===== src/rtl/me_pkg.sv =====
// me_pkg: shared state encoding and width helpers for the motion-estimation search
package me_pkg;
  typedef enum logic [1:0] {IDLE, RUN, DRAIN, DONE} state_t;
  function automatic int win_w(int blk, int vec_w);
    return blk + (1 << vec_w) - 1;
  endfunction
  function automatic int cur_aw(int blk);
    return $clog2(blk * blk);
  endfunction
  function automatic int ref_aw(int blk, int vec_w);
    return $clog2(win_w(blk, vec_w) * win_w(blk, vec_w));
  endfunction
  function automatic int n_reads(int blk, int vec_w);
    return (1 << (2 * vec_w)) * blk * blk;
  endfunction
  function automatic int acc_w(int blk);
    return 8 + 2 * $clog2(blk);
  endfunction
  function automatic int vec_off(int vec_w);
    return 1 << (vec_w - 1);
  endfunction
endpackage


===== src/rtl/me_sad_accum.sv =====
// me_sad_accum: abs-diff accumulation, best-candidate tracking and saturated result
module me_sad_accum import me_pkg::*; #(
  parameter int BLK = 16,
  parameter int VEC_W = 4,
  parameter int DIST_W = 8
) (
  input  logic                 clk,
  input  logic                 reset,
  input  logic                 v,
  input  logic                 first_pix,
  input  logic                 last_pix,
  input  logic                 first_cand,
  input  logic                 commit,
  input  logic [2*VEC_W-1:0]   idx,
  input  logic [7:0]           cur_data,
  input  logic [7:0]           ref_data,
  output logic [DIST_W-1:0]    distance,
  output logic [VEC_W-1:0]     vec_x,
  output logic [VEC_W-1:0]     vec_y
);
  localparam int AW = acc_w(BLK);
  localparam logic [VEC_W-1:0] OFF = VEC_W'(vec_off(VEC_W));
  logic [AW-1:0] acc_q, acc_d, best_q, best_d, sad;
  logic [2*VEC_W-1:0] bidx_q, bidx_d;
  logic [DIST_W-1:0] dist_q, dist_d;
  logic [VEC_W-1:0] vx_q, vx_d, vy_q, vy_d;
  logic [7:0] ad;
  logic take;
  // Candidate SAD, strict-less best update; results latch from the updated best so the final candidate counts
  always_comb begin
    ad = cur_data > ref_data ? cur_data - ref_data : ref_data - cur_data;
    sad = first_pix ? AW'(ad) : acc_q + AW'(ad);
    acc_d = v ? sad : acc_q;
    take = v && last_pix && (first_cand || sad < best_q);
    best_d = take ? sad : best_q;
    bidx_d = take ? idx : bidx_q;
    dist_d = commit ? ((best_d >> DIST_W) != '0 ? '1 : DIST_W'(best_d)) : dist_q;
    vy_d = commit ? bidx_d[2*VEC_W-1:VEC_W] ^ OFF : vy_q;
    vx_d = commit ? bidx_d[VEC_W-1:0] ^ OFF : vx_q;
  end
  // Accumulator, best and result registers
  always_ff @(posedge clk) begin
    if (reset) begin
      acc_q <= '0;
      best_q <= '0;
      bidx_q <= '0;
      dist_q <= '0;
      vx_q <= '0;
      vy_q <= '0;
    end else begin
      acc_q <= acc_d;
      best_q <= best_d;
      bidx_q <= bidx_d;
      dist_q <= dist_d;
      vx_q <= vx_d;
      vy_q <= vy_d;
    end
  end
  assign distance = dist_q;
  assign vec_x = vx_q;
  assign vec_y = vy_q;
endmodule


===== src/rtl/me_search_ctrl.sv =====
// me_search_ctrl: full-search motion-estimation scan FSM and address generator
module me_search_ctrl import me_pkg::*; #(
  parameter int BLK = 16,
  parameter int VEC_W = 4,
  parameter int DIST_W = 8
) (
  input  logic                          clk,
  input  logic                          reset,
  input  logic                          trigger,
  output logic [cur_aw(BLK)-1:0]        cur_addr,
  input  logic [7:0]                    cur_data,
  output logic [ref_aw(BLK, VEC_W)-1:0] ref_addr,
  input  logic [7:0]                    ref_data,
  output logic                          rd_en,
  output logic                          busy,
  output logic                          done,
  output logic [DIST_W-1:0]             distance,
  output logic [VEC_W-1:0]              vectorX,
  output logic [VEC_W-1:0]              vectorY
);
  localparam int LB = $clog2(BLK);
  localparam int CW = 2 * VEC_W + 2 * LB;
  localparam int W = win_w(BLK, VEC_W);
  localparam int RAW = ref_aw(BLK, VEC_W);
  state_t state_q, state_d;
  logic [CW-1:0] cnt_q, cnt_d;
  logic [VEC_W-1:0] vy, vx;
  logic [LB-1:0] r, c;
  logic v1_q, v1_d, fp1_q, fp1_d, lp1_q, lp1_d, fc1_q, fc1_d;
  logic [2*VEC_W-1:0] idx1_q, idx1_d;
  // vy/vx are held as offset indices 0..RANGE-1, so one flat counter walks vy, vx, r, c in scan order
  assign {vy, vx, r, c} = cnt_q;
  assign cur_addr = {r, c};
  assign ref_addr = RAW'((int'(vy) + int'(r)) * W + int'(vx) + int'(c));
  // Next state, strobes, scan counter and stage-1 tags
  always_comb begin
    state_d = state_q;
    case (state_q)
      IDLE: state_d = trigger ? RUN : IDLE;
      RUN: state_d = &cnt_q ? DRAIN : RUN;
      DRAIN: state_d = DONE;
      default: state_d = IDLE;
    endcase
    rd_en = state_q == RUN;
    busy = rd_en || state_q == DRAIN;
    done = state_q == DONE;
    cnt_d = rd_en ? cnt_q + CW'(1) : cnt_q;
    v1_d = rd_en;
    fp1_d = {r, c} == '0;
    lp1_d = &{r, c};
    fc1_d = {vy, vx} == '0;
    idx1_d = {vy, vx};
  end
  // State, counter and tag registers
  always_ff @(posedge clk) begin
    if (reset) begin
      state_q <= IDLE;
      cnt_q <= '0;
      v1_q <= 1'b0;
      fp1_q <= 1'b0;
      lp1_q <= 1'b0;
      fc1_q <= 1'b0;
      idx1_q <= '0;
    end else begin
      state_q <= state_d;
      cnt_q <= cnt_d;
      v1_q <= v1_d;
      fp1_q <= fp1_d;
      lp1_q <= lp1_d;
      fc1_q <= fc1_d;
      idx1_q <= idx1_d;
    end
  end
  me_sad_accum #(.BLK(BLK), .VEC_W(VEC_W), .DIST_W(DIST_W)) u_sad (
    .clk(clk),
    .reset(reset),
    .v(v1_q),
    .first_pix(fp1_q),
    .last_pix(lp1_q),
    .first_cand(fc1_q),
    .commit(state_q == DRAIN),
    .idx(idx1_q),
    .cur_data(cur_data),
    .ref_data(ref_data),
    .distance(distance),
    .vec_x(vectorX),
    .vec_y(vectorY)
  );
endmodule


===== config.mk =====
export PLATFORM = sky130hd
export DESIGN_NAME = me_search_ctrl
export DESIGN_NICKNAME = d
export VERILOG_FILES = /design/src/rtl/me_pkg.sv /design/src/rtl/me_sad_accum.sv /design/src/rtl/me_search_ctrl.sv
export SDC_FILE = /design/constraint.sdc
export NUM_CORES = 1
export LEC_CHECK = 0
export CAP_MARGIN = 5
export CORE_ASPECT_RATIO = 0.6
export CORE_MARGIN = 4
export CORE_UTILIZATION = 45
export CTS_CLUSTER_DIAMETER = 50
export DETAILED_ROUTE_END_ITERATION = 10
export GPL_TIMING_DRIVEN = 0
export MAX_ROUTING_LAYER = met4
export PLACE_DENSITY_LB_ADDON = 0.1
export SYNTH_ARGS = -nofsm -noshare
export SYNTH_HDL_FRONTEND = slang
export SYNTH_SLANG_ARGS = --single-unit
export TNS_END_PERCENT = 30

===== constraint.sdc =====
create_clock -name clk -period 5.6 [get_ports clk]
set_input_delay 0.84 -clock clk [delete_from_list [all_inputs] [get_ports clk]]
set_output_delay 0.84 -clock clk [all_outputs]
set_load 0.02 [all_outputs]

-- Word level (Yosys, flattened, before mapping)
Cells that the tools add are included.
- add/sub/neg operators: 7
- multipliers: 1
- divide/modulo/power cells: 0
- order comparisons: 2
- equality and inequality tests: 3
- shifts and indexed selects: 0
- muxes and demuxes: 8
- bitwise logic cells: 2
- reduce and logical (&&, ||, !) cells: 10
- operators with widths (kind ; count):
    16-bit two-way mux ; 2
    8-bit two-way mux ; 3
    10-bit by 4-bit adder with 10-bit output ; 2
    16-bit by 1-bit adder with 16-bit output (second input constant) ; 1
    16-bit by 8-bit adder with 16-bit output ; 1
    8-bit logical NOT ; 2
    16-bit less-than comparator ; 1
    16-bit AND reduction ; 1
    16-bit nonzero test ; 1
    8-bit subtractor ; 2
    5-bit by 5-bit multiplier with 10-bit output (second input constant) ; 1
    8-bit greater-than comparator ; 1
    8-bit AND reduction ; 1
    2-bit one-hot mux with 3 select lines ; 1
    4-bit by 4-bit adder with 5-bit output ; 1
    2-bit equality test (second input constant) ; 2
    2-bit by 1-bit equality test with 1-bit output (second input constant) ; 1
    1-bit logical AND ; 2
    2-bit logical NOT ; 1
    1-bit logical OR ; 2
    2-bit two-way mux ; 1
    1-bit inverter ; 2
    1-bit two-way mux ; 1
- bits in registers: 86
- bits in latches: 0
- bits in writable memories: 0
- memory bits (read-only): 0
- bits of input ports: 19
- logic and storage cells: 46
- memories: 0

-- Logic depth before layout (Yosys ltp)
Gate-level depths: netlist (run 1).
- word-level depth: 10
- depth in mapped cells: 29
- gate-level depth less buffers: 26

-- By module
A second synthesis (run 1) with hierarchy kept.
- cells, all modules: 719
- area, all modules: 6319.8 um^2
- by module, submodules not included (module ; times used ; cells each ; area an instance (um^2) ; seq. area each (um^2)):
    me_sad_accum ; 1 ; 468 ; 3990.1 ; 1121.1
    me_search_ctrl ; 1 ; 251 ; 2329.7 ; 600.6

-- Worst setup path after synthesis (run 1)
Ideal clock, no wire load.
- path type: input to register
- from: input port cur_data[0]
- to: register u_sad.dist_q[0] (netlist: u_sad.distance[0])
- setup time: 0.144 ns
- data arrival time: 5.662 ns
- required time: 5.456 ns
- path slack: -0.207 ns
- cell stages on the path: 27
- buffers on the path: 3
- cells stage by stage: inv_1 ha_1 inv_1 fa_1 a21o_1 o21ai_1 a31oi_1 buf_4 mux2_2 ha_1 a211oi_2 nor2_1 or4_1 a21oi_1 xnor2_1 mux2_2 ha_1 and4_1 nand2_1 a311oi_1 o21ai_1 a32oi_2 buf_4 buf_2 nor2_1 a21oi_1 a211oi_1
- cells in the longest elaborated chain, start to end: 10
- elaborated cells on any way between the ends: 12
- classes of those cells: 3 x add/sub; 2 x order compare; 4 x mux; 3 x reduce/logical
- ends and longest elaborated chain (what ; RTL line ; RTL):
    start, declared ; me_search_ctrl.sv:11 ; input logic [7:0] cur_data,
    8-bit subtractor / 8-bit greater-than comparator (equally long branches) ; me_sad_accum.sv:31 ; ad = cur_data > ref_data ? cur_data - ref_data : ref_data - cur_data;
    8-bit two-way mux * ; me_sad_accum.sv:31 ;
    16-bit by 8-bit adder with 16-bit output ; me_sad_accum.sv:32 ; sad = first_pix ? AW'(ad) : acc_q + AW'(ad);
    16-bit two-way mux * ; me_sad_accum.sv:32 ;
    via u_sad.sad[7] ; me_sad_accum.sv:23 ; logic [AW-1:0] acc_q, acc_d, best_q, best_d, sad;
    16-bit less-than comparator * ; me_sad_accum.sv:34 ; take = v && last_pix && (first_cand || sad < best_q);
    1-bit logical OR * ; me_sad_accum.sv:34 ;
    1-bit logical AND * ; me_sad_accum.sv:34 ;
    16-bit two-way mux * ; me_sad_accum.sv:35 ; best_d = take ? sad : best_q;
    16-bit nonzero test ; me_sad_accum.sv:37 ; dist_d = commit ? ((best_d >> DIST_W) != '0 ? '1 : DIST_W'(best_d)) : dist_q;
    8-bit two-way mux * ; me_sad_accum.sv:37 ;
    end signal, assigned ; me_sad_accum.sv:54 ; dist_q <= dist_d;
    end, declared ; me_sad_accum.sv:25 ; logic [DIST_W-1:0] dist_q, dist_d;
The timed path passes the listed nets; every way through them passes the cells marked *.
A chain may end at the register's enable or synchronous reset.

-- Final worst setup path (run 1)
- from: input port ref_data[5]
- to: register u_sad.vx_q[0] (netlist: u_sad.vec_x[0])
- cells in the longest elaborated chain, start to end: 8
- elaborated cells on any way between the ends: 10
- classes of those cells: 3 x add/sub; 2 x order compare; 3 x mux; 2 x reduce/logical
- ends and longest elaborated chain (what ; RTL line ; RTL):
    start, declared ; me_search_ctrl.sv:13 ; input logic [7:0] ref_data,
    8-bit subtractor / 8-bit greater-than comparator (equally long branches) ; me_sad_accum.sv:31 ;
    8-bit two-way mux * ; me_sad_accum.sv:31 ;
    16-bit by 8-bit adder with 16-bit output ; me_sad_accum.sv:32 ;
    16-bit two-way mux * ; me_sad_accum.sv:32 ;
    via u_sad.sad[7] ; me_sad_accum.sv:23 ;
    16-bit less-than comparator * ; me_sad_accum.sv:34 ;
    1-bit logical OR * ; me_sad_accum.sv:34 ;
    1-bit logical AND * ; me_sad_accum.sv:34 ;
    8-bit two-way mux * ; me_sad_accum.sv:36 ; bidx_d = take ? idx : bidx_q;
    end signal, assigned ; me_sad_accum.sv:55 ; vx_q <= vx_d;
    end, declared ; me_sad_accum.sv:26 ; logic [VEC_W-1:0] vx_q, vx_d, vy_q, vy_d;
Marked as above.

==> results of run 1 <==
[cell usage in the layout, fill, tap and decap left out, types with 9 or more instances in the layout]
master / count
clkbuf_16: 9
clkbuf_1: 16
dlygate4sd2_1: 9
inv_1: 65
buf_4: 66
dfxtp_1: 80
buf_6: 13
xnor2_1: 22
fa_1: 15
nand3_1: 10
mux2i_4: 12
ha_4: 22
xor2_1: 10
inv_2: 13
a21oi_2: 12
a21o_1: 11
nor2_1: 84
ha_1: 52
a211oi_2: 14
a21oi_1: 23
nand4_1: 11
nand2_1: 32
clkdlybuf4s50_1: 32
mux2i_1: 23
[critical path, cell delays in order]
cell	delay (ns)
clkdlybuf4s15_2	0.22
ha_4	0.25
buf_6	0.12
and4_4	0.20
o2bb2ai_2	0.14
a31oi_4	0.19
buf_6	0.16
mux2i_2	0.22
xnor2_1	0.18
ha_2	0.35
o21ai_2	0.17
nor2_2	0.06
or4_4	0.43
a21oi_2	0.17
xnor2_1	0.08
mux2_4	0.30
ha_4	0.28
and4_4	0.21
nand2_2	0.05
a311oi_2	0.19
o21ai_1	0.09
a32oi_2	0.31
buf_6	0.17
buf_12	0.16
mux2i_4	0.29
a211oi_2	0.10
[cell type report]
| cell class | instances | area [sq um] |
|---|---|---|
| Clock inverter | 7 | 60.1 |
| Inverter | 79 | 299 |
| Buffer | 37 | 245 |
| Fill cell | 1025 | 4550 |
| Multi-Input combinational cell | 501 | 4810 |
| Clock buffer | 9 | 225 |
| Tap cell | 170 | 213 |
| Sequential cell | 86 | 1740 |
| Timing Repair Buffer | 115 | 1030 |
[sequential cells by signal, summed over array words and instances, names as in the netlist]
signal and count:
u_sad.bidx_q 8, u_sad.vec_y 4, u_sad.best_q 16, state_q 2
cnt_q 16, u_sad.distance 8, fp1_q 1, fc1_q 1
idx1_q 8, v1_q 1, u_sad.acc_q 16, lp1_q 1
u_sad.vec_x 4
[power by group through the flow]
| stage | Sequential, uW | Clock [uW] | Combinational [uW] |
|---|---|---|---|
| 3_5_place_dp | 645 | 0 | 404 |
| 2_1_floorplan | 641 | 0 | 301 |
| 6_report | 630 | 584 | 591 |
| 3_3_place_gp | 644 | 0 | 392 |
| 4_1_cts | 629 | 589 | 533 |
| 5_1_grt | 631 | 617 | 641 |
[logic make-up (layout without fill, tap and decap cells)]
group / after synthesis / in the layout / share of synthesized area [%]
AND/OR/NAND/NOR: 194 / 194 / 15.2
AO/OA/AOI/OAI: 128 / 128 / 14.4
buffers and inverters: 118 / 247 / 8.29
adder cells (fa/ha/maj): 96 / 96 / 21.6
flip-flops: 86 / 86 / 27.7
multiplexers: 44 / 44 / 7.29
XOR/XNOR: 39 / 39 / 5.50
[worst max path at each step]
stage	startpoint	endpoint	slack (ns)	cells after the start
after detailed placement	cur_data[1]	u_sad.distance[5]	-1.28	25
final	ref_data[5]	u_sad.vec_x[0]	-0.14	26
after global routing	cur_data[4]	u_sad.vec_y[3]	-0.37	28
after CTS	cur_data[0]	u_sad.distance[3]	-0.20	28
after global placement	cur_data[0]	u_sad.distance[6]	-1.24	25
after floorplan	cur_data[0]	u_sad.distance[0]	-0.004	27
[timing repair]
item	CTS	global route
pin swaps	82	30
hold endpoints to repair	0	0
buffers inserted	52	8
hold buffers	0	0
setup endpoints to repair	48	46
cloned	1	0
gates resized for setup	193	43
[synthesized netlist by cell type (all sizes together) (12+ instances only)]
cell	instances
xor2	12
mux2i	40
inv	79
fa	19
a21o	12
buf	23
ha	77
o21ai	19
a21oi	37
a211oi	23
nand2	35
nor2	90
clkbuf	16
xnor2	27
dfxtp	86
[per-stage QoR]
| step | worst slack, ns | power (uW) |
|---|---|---|
| 2_1_floorplan | -0.00439 | 943 |
| 3_3_place_gp | -1.24 | 1040 |
| 3_5_place_dp | -1.28 | 1050 |
| 4_1_cts | -0.202 | 1750 |
| 5_1_grt | -0.371 | 1890 |
| 6_report | -0.137 | 1810 |
[per-layer routing]
| layer | vias up | wire length, um |
|---|---|---|
| li1 | 2650 | - |
| met1 | 2691 | 9080 |
| met2 | 164 | 7490 |
| met3 | 19 | 952 |
| met4 | 0 | 222 |
| met5 | - | 0 |
==> impl_metrics.tcl, run 1 <==
set metrics [dict create \
    synth_nets 820 \
    vias 5524 \
    ys_ff_latch 86 \
    yosysSeqAreaShare_pct 27.7 \
    hp-class "reg2reg" \
    min_to "u_sad.best_q[15]" \
    yosysWarnings 0 \
    ir_drop_mv 0.144 \
    grt_usage_pct 23.2 \
    placed_area_sq_um 7050 \
    rsz0062_at_grt "yes" \
    rows 32 \
    worst_pin_slew_ns 0.802 \
    gp_congestion 0.873 \
    viasPerCell 5.50 \
    drt_iter0_drc 348 \
    finalSetupTns_ns -2.42 \
    synth.top_cell.area_share_pct 27.7 \
    drc 0 \
    r2r_slack_ns 1.56 \
    maxSlewHeadroom_pct 46.5 \
    cts_tree "built" \
    setup_viol 26 \
    insertion_delay_ns 0.35 \
    path_max_fanout 8 \
    min-delay-start "u_sad.best_q[15]" \
    synth_flop_cell "dfxtp_1" \
    synth_largest_area_cell "dfxtp_1" \
    diodes 0 \
    crit_arrival_ns 5.94 \
    globalRoute.totalOverflow 0 \
    grt_pass1_wl_um 28700 \
    min_period_ns 5.74 \
    setup_ws_ns -0.137 \
    post-place-cells 929 \
    grt_busiest_layer "met1" \
    clock_sinks 86 \
    dieWidth_um 160 \
    timing.rr.end "u_sad.vec_x[0]" \
    whs_ns 0.454 \
    critPathRequiredTime_ns 5.80 \
    synth.distinct_cells 65 \
    synth_area_leaders "dfxtp_1, ha_1, mux2i_1, fa_1, nor2_1" \
    reg2reg_depth 17 \
    met3_usage_pct 3.72 \
    failed_checks "setup timing" \
    htreeDepth 3 \
    switchingPower_uw 587 \
    whs_path_depth 2 \
    coreArea_sq_um 13200 \
    met2_usage_pct 33.0 \
    die-area_sq_um 15800 \
    power_frac_seq_pct 34.9 \
    area_growth_syn_to_layout_pct 38.7 \
    async_flop_share_pct 0 \
    layout.nets 944 \
    combPwrFrac_pct 32.7 \
    wirelength_um 17700 \
    io_pins 56 \
    numCtsBuffers 9 \
    detailed_place_hpwl_um 12500 \
    final_util_pct 65.4 \
    crit_path_start_kind "primary input" \
    grt_max_degree 18 \
    max-cap-violations 0 \
    clkTransAtPathRegs_ns 0.07 \
    cts-root-buf "clkbuf_16" \
    clock_path_buffers 2 \
    grt_use_met1_pct 34.4 \
    power_density_nw_per_um2 209 \
    fmax_ghz 0.174 \
    instances_no_fill 1004 \
    antenna_found_initial 0 \
    syn-instance-count 705 \
    drive_above_1_share_pct 31.1 \
    status "complete, but fails checks" \
    fin_crit_sh_pct 102 \
    crit_path_end_kind "flip-flop" \
    skew_ns 0.00971 \
    synth_area_sq_um 6210 \
    die_h_um 99.0 \
    start_util_pct 47.2 \
    slew_viol_final 0 \
    portBuffers 54 \
    p_leak_uw 0.00360 \
    clkPwrFrac_pct 32.4 \
    intPower_uw 1220 \
    final_antenna_net_count 0 \
    avgRoutedWirePerCell_um 17.7 \
    hold_viol_final 0 \
    switching_share_pct 32.5 \
    avgSynthCellArea_sq_um 8.82 \
    postLayoutCellArea_sq_um 8620 \
    drt_first_pass_iters 5 \
    synth_edf_count 0 \
    grt_pass1_vias 5471 \
    worstReg2RegStart "u_sad.acc_q[1]" \
    worstSetupPathType "in2reg" \
]
Note: power is estimated with default switching activity, not from simulation.
==> run 2, diff against run 1 <==
--- a/config.mk
+++ b/config.mk
@@ -16,5 +16,6 @@
 export PLACE_DENSITY_LB_ADDON = 0.1
 export SYNTH_ARGS = -nofsm -noshare
 export SYNTH_HDL_FRONTEND = slang
+export SYNTH_HIERARCHICAL = 1
 export SYNTH_SLANG_ARGS = --single-unit
 export TNS_END_PERCENT = 30
==> impl_metrics.tcl, run 2 <==
set metrics [dict create \
    min_period_ns 5.84 \
    yosysSeqAreaShare_pct 27.2 \
    rows 33 \
    synth.distinct_cells 70 \
    numCtsBuffers 9 \
    avgRoutedWirePerCell_um 18.1 \
    ir_drop_mv 0.166 \
    skew_ns 0.0110 \
    clock_sinks 86 \
    final_antenna_net_count 0 \
    grt_usage_pct 23.5 \
    worst_pin_slew_ns 0.790 \
    crit_path_start_kind "primary input" \
    detailed_place_hpwl_um 13100 \
    clock_path_buffers 2 \
    synth.top_cell.area_share_pct 27.2 \
    instances_no_fill 1066 \
    fin_crit_sh_pct 104 \
    coreArea_sq_um 13700 \
    drive_above_1_share_pct 29.3 \
    die_h_um 99.8 \
    insertion_delay_ns 0.35 \
    area_growth_syn_to_layout_pct 39.0 \
    htreeDepth 3 \
    antenna_found_initial 0 \
    drt_iter0_drc 610 \
    synth_largest_area_cell "dfxtp_1" \
    synth_nets 834 \
    synth_area_leaders "dfxtp_1, ha_1, nor2_1, mux2i_1, fa_1" \
    drt_first_pass_iters 5 \
    portBuffers 55 \
    hold_viol_final 0 \
    worstSetupPathType "in2reg" \
    gp_congestion 0.915 \
    async_flop_share_pct 0 \
    die-area_sq_um 16100 \
    yosysWarnings 6 \
    diodes 0 \
    reg_top3 "cnt_q x16, u_sad/acc_q x16, u_sad/best_q x16" \
    globalRoute.totalOverflow 0 \
    post-place-cells 966 \
    io_pins 56 \
    failed_checks "setup timing" \
    power_density_nw_per_um2 224 \
    layout_common_cells "nor2_1, buf_4, dfxtp_1" \
    fill_cells 1090 \
    avgSynthCellArea_sq_um 8.79 \
    drc 0 \
    synthTopCellsByCount "nor2_1, dfxtp_1, ha_1" \
    path_max_fanout 7 \
    clkTransAtPathRegs_ns 0.07 \
    grt_pass1_vias 5787 \
    max-cap-violations 0 \
    slew_viol_final 0 \
    finalSetupTns_ns -4.76 \
    dieWidth_um 161 \
    synth_flop_cell "dfxtp_1" \
    start_util_pct 46.1 \
    viasPerCell 5.57 \
    p_leak_uw 0.00380 \
    setup_viol 41 \
    crit_path_end_kind "flip-flop" \
    ys_ff_latch 86 \
    place_ws_ns -1.71 \
    cts-root-buf "clkbuf_16" \
    grt_pass1_wl_um 29700 \
    layout.nets 984 \
    synth_area_sq_um 6320 \
    grt_max_degree 18 \
    status "complete, but fails checks" \
    wirelength_um 19300 \
    critPathRequiredTime_ns 5.80 \
    synth_edf_count 0 \
    rsz0062_at_grt "yes" \
    maxSlewHeadroom_pct 47.3 \
    vias 5942 \
    setup_ws_ns -0.239 \
    syn-instance-count 719 \
    crit_arrival_ns 6.04 \
    final_util_pct 64.1 \
    fmax_ghz 0.171 \
    cts_tree "built" \
    hp-class "reg2reg" \
    synth.most_common_cell "nor2_1" \
]
[run 2: cell count changes after synthesis, moves of 6 or more]
cell      delta
nand2b_1     +7
o211ai_1     +8
nand2_1     -13
o21a_1       -6
nor3_1       +6
xor2_1       +9
a21oi_1      -8
[run 2: worst paths after layout]
kind	start	to	slack, ns	cells past startpoint
worst min-delay path	idx1_q[7]	u_sad/bidx_q[7]	0.46	2
worst max register to register	fp1_q	u_sad/best_q[14]	1.23	15
worst max-delay path	cur_data[1]	u_sad/distance[4]	-0.24	28
worst min register to register	idx1_q[7]	u_sad/bidx_q[7]	0.46	2
[run 2: cell type report]
type                       instances  area, sq um  share of cell area (%)
buffer                            37          231                    2.64
clock buffer                       9          225                    2.56
clock inverter                     7         87.6                   0.997
inverter                          76          295                    3.36
multi-input combinational        520         4760                    54.2
sequential                        86         1740                    19.8
tap                              192          240                    2.74
timing repair buffer             139         1210                    13.7
[run 2: power by group]
part	leakage [uW]	internal [uW]	switching (uW)	total, uW
sequential	0.000699	618	11.2	629
clock	0.000148	357	283	640
combinational	0.00295	322	379	702
[run 2: worst max-delay path: stages]
cell	delay, ns
clkdlybuf4s15_2	0.22
inv_1	0.10
fa_2	0.36
a21o_1	0.22
a21oi_2	0.16
o22ai_1	0.11
a222oi_1	0.44
xnor2_1	0.20
ha_1	0.37
buf_4	0.15
o211ai_1	0.09
nand2_2	0.18
o211ai_1	0.18
buf_4	0.18
buf_4	0.12
buf_4	0.12
buf_4	0.13
buf_4	0.12
buf_4	0.12
buf_4	0.13
buf_4	0.13
buf_4	0.12
buf_4	0.13
or2_1	0.22
a311o_1	0.41
nor3_4	0.25
buf_12	0.16
a221oi_2	0.06
[run 2: cell families (layout without fill, tap and decap cells)]
family / count (synthesis) / count (layout) / synth area share [%]
AOI/OAI and AO/OA: 138 / 138 / 15.8
buffers and inverters: 113 / 268 / 7.58
and+or+nand+nor: 203 / 203 / 16.0
adders and majority gates: 96 / 96 / 20.9
DFF: 86 / 86 / 27.2
xor gates and xnor gates: 46 / 46 / 6.49
muxes: 37 / 37 / 5.96
[run 2: through the flow]
stage	total power, uW	hold slack, ns	cell area, sq um
after CTS	1860	0.466	8440
final	1970	0.464	8780
after global routing	2050	0.491	8780
after detailed placement	1060	0.453	7120
after floorplan	942	0.432	6330
after global placement	1050	0.442	7120
[run 2: per-layer routing]
layer / GRT usage, % / wire length, um / vias to the layer above
met1: 35.2 / 9530 / 2892
met5: - / 0 / -
met2: 34.0 / 8290 / 216
met3: 3.94 / 1300 / 26
li1: - / - / 2808
met4: 3.74 / 190 / 0
[run 2: timing repair]
item | in CTS | in global routing
gates resized for setup | 194 | 52
hold buffers | 0 | 0
endpoints found under the setup margin | 47 | 46
pin swaps | 62 | 56
buffers inserted | 66 | 17
cloned | 2 | 0
